$ cat config.mk
export PLATFORM = sky130hd
export DESIGN_NAME = rv32i_membus
export DESIGN_NICKNAME = d
export VERILOG_FILES = /design/src/rtl/rv32i_membus_pkg.sv /design/src/rtl/rv32i_membus_timer.sv /design/src/rtl/rv32i_membus.sv
export SDC_FILE = /design/constraint.sdc
export NUM_CORES = 1
export LEC_CHECK = 0
export ABC_AREA = 1
export CAP_MARGIN = 20
export CORE_ASPECT_RATIO = 1.2
export CORE_MARGIN = 4
export CORE_UTILIZATION = 35
export DETAILED_ROUTE_END_ITERATION = 16
export PLACE_DENSITY_LB_ADDON = 0.12
export SYNTH_ARGS = -nofsm -noshare
export SYNTH_HDL_FRONTEND = slang
export SYNTH_HIERARCHICAL = 1
export SYNTH_SLANG_ARGS = --single-unit
export TNS_END_PERCENT = 50
$ cat constraint.sdc
create_clock -name clk -period 5.8 [get_ports clk]
set_input_delay 0.87 -clock clk [delete_from_list [all_inputs] [get_ports clk]]
set_output_delay 0.87 -clock clk [all_outputs]
set_load 0.02 [all_outputs]
$ cat src/rtl/rv32i_membus_pkg.sv
// Shared RV32I constants: opcodes, CSR addresses and memory-bus arbiter definitions.
package rv32i_membus_pkg;

  localparam logic [6:0] OpLoad   = 7'b0000011;
  localparam logic [6:0] OpStore  = 7'b0100011;
  localparam logic [6:0] OpImm    = 7'b0010011;
  localparam logic [6:0] OpReg    = 7'b0110011;
  localparam logic [6:0] OpBranch = 7'b1100011;
  localparam logic [6:0] OpJal    = 7'b1101111;
  localparam logic [6:0] OpJalr   = 7'b1100111;
  localparam logic [6:0] OpLui    = 7'b0110111;
  localparam logic [6:0] OpAuipc  = 7'b0010111;
  localparam logic [6:0] OpSystem = 7'b1110011;

  localparam logic [11:0] CsrMstatus = 12'h300;
  localparam logic [11:0] CsrMtvec   = 12'h305;
  localparam logic [11:0] CsrMepc    = 12'h341;
  localparam logic [11:0] CsrMcause  = 12'h342;
  localparam logic [11:0] CsrCycle   = 12'hC00;

  typedef enum logic [1:0] {
    StIdle  = 2'd0,
    StIWait = 2'd1,
    StDWait = 2'd2,
    StDone  = 2'd3
  } membus_state_e;

  localparam logic [31:0] MembusErrData = 32'hFFFF_FFFF;

endpackage

$ cat src/rtl/rv32i_membus_timer.sv
// Bus wait counter: cleared while idle, counts WAIT cycles without ack, flags the abort cycle.
module membus_timer #(
  parameter int unsigned TIMEOUT = 255
) (
  input  logic clk,
  input  logic rst,
  input  logic clear_i,
  input  logic enable_i,
  output logic expired_o
);

  logic [7:0] count_q, count_d;

  always_comb begin
    count_d = count_q;
    if (clear_i) begin
      count_d = '0;
    end else if (enable_i) begin
      count_d = count_q + 8'd1;
    end
  end

  always_ff @(posedge clk or posedge rst) begin
    if (rst) begin
      count_q <= '0;
    end else begin
      count_q <= count_d;
    end
  end

  // Fires during the WAIT cycle whose increment would reach TIMEOUT.
  assign expired_o = enable_i && (count_q == 8'(TIMEOUT - 1));

endmodule

$ cat src/rtl/rv32i_membus.sv
// Arbitrates the CPU instruction and data ports onto one shared memory bus.
module rv32i_membus
  import rv32i_membus_pkg::*;
#(
  parameter int unsigned TIMEOUT  = 255,
  parameter logic [31:0] ERR_DATA = MembusErrData
) (
  input  logic        clk,
  input  logic        rst,
  input  logic [31:0] mem_i_addr,
  input  logic        mem_i_rstrb,
  output logic [31:0] mem_i_rdata,
  output logic        mem_i_rbusy,
  input  logic [31:0] mem_d_addr,
  input  logic [31:0] mem_d_wdata,
  input  logic [3:0]  mem_d_wmask,
  input  logic        mem_d_wstrb,
  input  logic        mem_d_rstrb,
  output logic [31:0] mem_d_rdata,
  output logic        mem_d_rbusy,
  output logic        mem_d_wbusy,
  output logic        bus_req,
  output logic        bus_we,
  output logic [31:0] bus_addr,
  output logic [31:0] bus_wdata,
  output logic [3:0]  bus_wmask,
  input  logic        bus_ack,
  input  logic [31:0] bus_rdata,
  output logic        bus_err
);

  membus_state_e state_q, state_d;
  logic          owner_d_q, owner_d_d;  // 1: data port owns the transaction
  logic          req_q, req_d;
  logic          we_q, we_d;
  logic [31:0]   addr_q, addr_d;
  logic [31:0]   wdata_q, wdata_d;
  logic [3:0]    wmask_q, wmask_d;
  logic [31:0]   i_rdata_q, i_rdata_d;
  logic [31:0]   d_rdata_q, d_rdata_d;
  logic          done_i_q, done_i_d;
  logic          done_d_q, done_d_d;
  logic          err_q, err_d;

  logic d_strb;
  logic in_wait;
  logic tmr_expired;

  assign d_strb  = mem_d_rstrb | mem_d_wstrb;
  assign in_wait = (state_q == StIWait) || (state_q == StDWait);

  membus_timer #(
    .TIMEOUT (TIMEOUT)
  ) u_timer (
    .clk       (clk),
    .rst       (rst),
    .clear_i   (state_q == StIdle),
    .enable_i  (in_wait && !bus_ack),
    .expired_o (tmr_expired)
  );

  always_comb begin
    state_d   = state_q;
    owner_d_d = owner_d_q;
    req_d     = req_q;
    we_d      = we_q;
    addr_d    = addr_q;
    wdata_d   = wdata_q;
    wmask_d   = wmask_q;
    i_rdata_d = i_rdata_q;
    d_rdata_d = d_rdata_q;
    done_i_d  = done_i_q;
    done_d_d  = done_d_q;
    err_d     = err_q;

    if (!mem_i_rstrb) done_i_d = 1'b0;
    if (!d_strb)      done_d_d = 1'b0;

    unique case (state_q)
      StIdle: begin
        if (d_strb && !done_d_q) begin
          state_d   = StDWait;
          owner_d_d = 1'b1;
          req_d     = 1'b1;
          we_d      = mem_d_wstrb;
          addr_d    = mem_d_addr;
          wdata_d   = mem_d_wdata;
          wmask_d   = mem_d_wstrb ? mem_d_wmask : 4'b1111;
        end else if (mem_i_rstrb && !done_i_q) begin
          state_d   = StIWait;
          owner_d_d = 1'b0;
          req_d     = 1'b1;
          we_d      = 1'b0;
          addr_d    = mem_i_addr;
          wdata_d   = '0;
          wmask_d   = 4'b1111;
        end
      end
      StIWait, StDWait: begin
        if (bus_ack || tmr_expired) begin
          state_d = StDone;
          req_d   = 1'b0;
          if (!bus_ack) err_d = 1'b1;
          // Aborted writes are simply dropped; aborted reads return ERR_DATA.
          if (!we_q) begin
            if (owner_d_q) begin
              d_rdata_d = bus_ack ? bus_rdata : ERR_DATA;
            end else begin
              i_rdata_d = bus_ack ? bus_rdata : ERR_DATA;
            end
          end
        end
      end
      StDone: begin
        state_d = StIdle;
        if (owner_d_q) begin
          done_d_d = 1'b1;
        end else begin
          done_i_d = 1'b1;
        end
      end
      default: state_d = StIdle;
    endcase
  end

  always_ff @(posedge clk or posedge rst) begin
    if (rst) begin
      state_q   <= StIdle;
      owner_d_q <= 1'b0;
      req_q     <= 1'b0;
      we_q      <= 1'b0;
      addr_q    <= '0;
      wdata_q   <= '0;
      wmask_q   <= '0;
      i_rdata_q <= '0;
      d_rdata_q <= '0;
      done_i_q  <= 1'b0;
      done_d_q  <= 1'b0;
      err_q     <= 1'b0;
    end else begin
      state_q   <= state_d;
      owner_d_q <= owner_d_d;
      req_q     <= req_d;
      we_q      <= we_d;
      addr_q    <= addr_d;
      wdata_q   <= wdata_d;
      wmask_q   <= wmask_d;
      i_rdata_q <= i_rdata_d;
      d_rdata_q <= d_rdata_d;
      done_i_q  <= done_i_d;
      done_d_q  <= done_d_d;
      err_q     <= err_d;
    end
  end

  assign mem_i_rbusy = mem_i_rstrb & ~done_i_q;
  assign mem_d_rbusy = mem_d_rstrb & ~done_d_q;
  assign mem_d_wbusy = mem_d_wstrb & ~done_d_q;
  assign mem_i_rdata = i_rdata_q;
  assign mem_d_rdata = d_rdata_q;
  assign bus_req     = req_q;
  assign bus_we      = we_q;
  assign bus_addr    = addr_q;
  assign bus_wdata   = wdata_q;
  assign bus_wmask   = wmask_q;
  assign bus_err     = err_q;

endmodule

Yosys cells after proc, flatten, opt, wreduce, memory -nomap -nowiden. Cells that the tools add are included.

Bits in registers: 148. Latch bits: 0. Bits in writable memories: 0. ROM bits: 0. Output and inout bits: 138. Memories: 0.

Add/subtract/negate cells: 1. Multiply operators: 0. Div/mod/pow operators: 0. $lt $le $gt $ge: 0. Eq/ne operators: 6. Shifts and indexed selects: 0. Muxes and demuxes: 27. Bitwise gates (word level): 9. Reductions and logical operators: 20.

Operator list (count): 32-bit two-way mux (5); 8-bit two-way mux (2); 1-bit two-way mux (12); 4-bit two-way mux (3); 8-bit by 1-bit adder with 8-bit output (second input constant) (1); 8-bit equality test (second input constant) (1); 4-bit AND reduction (2); 2-bit two-way mux (3); 2-bit one-hot mux with 3 select lines (1); 3-bit AND reduction (2); 2-bit nonzero test (3); 1-bit NOT (5); 2-bit equality test (second input constant) (2); 1-bit logical AND (4); 2-bit AND reduction (2); 1-bit bitwise AND (3); 1-bit zero test (3); 3-bit inequality test (second input constant) (1); 2-bit by 1-bit equality test with 1-bit output (second input constant) (1); 2-bit zero test (1); 1-bit logical OR (2); 2-bit inequality test (second input constant) (1); 1-bit one-hot mux with 2 select lines (1); 2-bit OR reduction (1); 1-bit bitwise OR (1).

Longest topological paths before layout.
Depth after elaboration: 7. Mapped depth: 12. Gate-level depth less buffers: 11.

Modules after synthesis. The synthesis kept the hierarchy.

Modules (own cells, without submodules): rv32i_membus (instances 1, cells each 708, area an instance 5880.6 um2, seq. area each 3503.4 um2); membus_timer (instances 1, cells each 60, area an instance 475.5 um2, seq. area each 200.2 um2).

Worst setup path before layout. No wires, ideal clock.

Path kind: input port to flip-flop. Start point: in bus_ack. End point: reg d_rdata_q[0], in the netlist mem_d_rdata[0]. Arrival: 2.079 ns. Setup slack: 3.591 ns. Stages: 9. Cell sequence: nor2_1 nand2_1 nor4_1 nor2_1 nor2_2 nand2_2 buf_2 nand2_1 o21ai_0.

Word-level cells in the longest chain between the ends: 5. Elaborated cells between the ends (all ways): 6.

RTL lines: start: declaration (RTL line rv32i_membus.sv:27) `input logic bus_ack,`; 1-bit zero test; 1-bit logical AND (RTL line rv32i_membus.sv:58) `.enable_i (in_wait && !bus_ack),`; 1-bit logical AND (RTL line rv32i_membus_timer.sv:32) `assign expired_o = enable_i && (count_q == 8'(TIMEOUT - 1));`; via tmr_expired (RTL line rv32i_membus.sv:47) `logic tmr_expired;`; 1-bit logical OR (RTL line rv32i_membus.sv:100) `if (bus_ack || tmr_expired) begin`; 4-bit AND reduction (no source line); end signal: assignment (RTL line rv32i_membus.sv:149) `d_rdata_q <= d_rdata_d;`; end: declaration (RTL line rv32i_membus.sv:40) `logic [31:0] d_rdata_q, d_rdata_d;`.

The timed path passes the listed nets, and every way through them passes these cells. A chain may end at the register's enable or synchronous reset.

Worst setup path in the final report.
Start point: in mem_d_wstrb. End point: out mem_d_wbusy.

Word-level cells in the longest chain between the ends: 1.

RTL lines: start: declaration (RTL line rv32i_membus.sv:17) `input logic mem_d_wstrb,`; 1-bit bitwise AND (RTL line rv32i_membus.sv:158) `assign mem_d_wbusy = mem_d_wstrb & ~done_d_q;`; end: declaration (RTL line rv32i_membus.sv:21) `output logic mem_d_wbusy,`.

Every way passes these cells.

==> reports/metrics.cfg <==
[synth]
synth_most_common_cell = nand2_1
synth_fp_nets = 911
syn-cell-area_mm2 = 0.00636
yosysTopAreaCell = dfrtp_1
synth_warnings = 6
ys_top_cells_by_area = dfrtp_1 (58%), nand2_1 (22%), o21ai_0 (5.0%)
synth_seq_cells = 148
synth_edf_count = 0
seq_area_frac_synth_pct = 58.3
avgSynthCellArea_um2 = 8.28
syn_inst = 768
synth_cell_types = 24
ys.flop_type = dfrtp_1
synth_common_cells = nand2_1 (372), dfrtp_1 (148), o21ai_0 (64)
synthArstFlopShare_pct = 100
synth_top_area_share_pct = 58.3

[floorplanning]
die_area_mm2 = 0.0204
coreArea_mm2 = 0.0177
die-height_um = 156
num_io_pins = 276
chipWidth_um = 131
core.rowCount = 53
initial_core_util_pct = 35.9

[cts]
tritoncts = yes
htreeDepth = 4
clock_path_buffers = 2
clock-sinks = 148
clk_latency_ns = 0.42
post_cts_resized = 0
hold_buffers = 0
clockRootBuffer = clkbuf_16
cts_setup_buffers = 0
cts_made_buffers = 17
clk_pin_slew_ns = 0.06

[sta]
rsz0062_at_grt = false
skew_ns = 0.0131
min_period_ns = 3.17
report.final.slew_viol_count = 0
clock.fmax_mhz = 316
final_hold_viol_count = 0
slew_headroom_pct = 37.0
setup_violations = 0
post-route-period-util_pct = 54.6
worstMarginPinSlew_ns = 0.945
tns_ns = 0

[final_layout]
finalNonFillerCells = 1263
syn_to_final_growth_pct = 54.4
multi_input_area_mm2 = 0.00236
finalNetCount = 1173
fillers = 1664
seqCellArea_mm2 = 0.00370
n_antenna_cell = 0
drive_gt1_share_pct = 5.56

[drt]
drt-initial-drc-count = 201
drt_first_pass_iters = 5
ant_nets = 0
wire_per_inst_um = 15.0
via_per_inst = 4.58
drc = 0
routed_wl_um = 19000
vias = 5787

[global_routing]
grt_usage_pct = 18.6
grt_max_degree = 104
overflow = 0
first_global_vias = 5649
grt_pass1_wl_um = 29600
antenna_found_initial = 2

[critical_path]
arrival_ns = 2.30
path_cells = clkdlybuf4s50_1 > nand2_1 > inv_1 > clkdlybuf4s50_1
slowest_stage = clkdlybuf4s50_1
cp_num_buf_inv = 3
startpoint_type = input pin
path_class = in2out
cpPeakStageDelay_ns = 0.63
crit_path_start = mem_d_wstrb
cp_common_cell = clkdlybuf4s50_1
required_ns = 4.93
cp_top_family = buffers and inverters
critPathCaptureType = output pin
worst-path-max-fanout = 4
r2r-start = state_q[0]

[job]
cap_violations = 0

[power]
power_leakage_nw = 4.74
vdd_drop_max_mv = 0.256
power_density_mw_per_mm2 = 572

[worst_hold_path]
min_from = bus_wdata[25]
hp-class = reg2reg

[place]
gp_congestion = 0.748
io_buffers = 275
dp_hpwl_um = 13200
dp.cells = 1229

[status]
status = complete, no violations

path summary, 6_finish.rpt:
kind / endpoint / slack, ns / cells past startpoint
hold / removal: bus_wdata[25] / 0.47 / 2
hold reg to reg: bus_wdata[25] / 0.47 / 2
setup reg to reg: mem_i_rdata[25] / 3.35 / 12
setup / recovery: mem_d_wbusy / 2.63 / 4
max in group asynchronous: bus_wdata[13] / 3.64 / 3
min in group asynchronous: u_timer/count_q[4] / 0.83 / 2
metrics by stage:
step	utilization [%]	hold WS, ns	instance area (µm²)	total power [mW]	worst slack, ns
after floorplan	-	0.452	6360	3.31	1.18
after global placement	52.1	0.453	9220	4.59	2.35
after detailed placement	52.1	0.459	9220	4.62	2.33
after CTS	55.2	0.478	9770	5.66	2.64
after global routing	55.4	0.486	9810	6.02	2.57
final	55.4	0.473	9810	5.61	2.63
cells by family after synthesis:
family / synth area share, %
simple gates: 29.9
compound gates: 6.20
flops: 58.3
fa+ha+maj: 0.984
buf+inv: 4.65
cell usage in the layout (no fill, tap or decap):
master,instances
a21o_1,1
a21oi_1,3
buf_12,2
buf_4,5
clkbuf_16,17
clkdlybuf4s50_1,275
clkinv_2,2
clkinv_4,2
clkinvlp_4,5
dfrtp_1,148
ha_1,5
inv_1,20
inv_2,3
inv_6,5
inv_8,2
nand2_1,371
nand2_2,6
nand3_1,41
nand3_2,1
nand3b_1,1
nor2_1,48
nor2_2,2
nor2_4,4
nor4_1,1
o21ai_0,64
o21ai_1,7
o21ai_4,1
or2_2,1
state kept, by name, summed over array words and instances, names as in the netlist:
register / cells
state_q: 2
bus_req: 1
bus_wmask: 4
mem_d_rdata: 32
bus_addr: 32
bus_we: 1
mem_i_rdata: 32
bus_wdata: 32
u_timer/count_q: 8
done_i_q: 1
bus_err: 1
done_d_q: 1
owner_d_q: 1
where the power goes:
part | internal (mW) | switching, mW
Combinational | 1.20 | 1.60
Sequential | 1.52 | 0.262
Clock | 0.557 | 0.467
Total | 3.28 | 2.33
final cells by class:
cell class	instances	share of cell area (%)
sequential	148	37.7
clock inverter	15	1.25
clock buffer	17	4.34
multi-input combinational	557	24.0
inverter	24	0.969
tap	220	2.81
timing repair buffer	282	28.8
routing by layer:
layer	GRT usage, %	vias up	share of wire [%]
met5	0	-	0.084
li1	-	2924	-
met4	5.00	4	1.1
met2	28.8	211	45
met1	23.3	2631	42
met3	8.87	17	11
worst min-delay path: cells and delay by family, from the launching register on:
| kind | cells | cell delay [ns] |
|---|---|---|
| simple gates | 2 | 0.09 |
| flops | 1 | 0.35 |
Note: power is estimated with default switching activity, not from simulation.
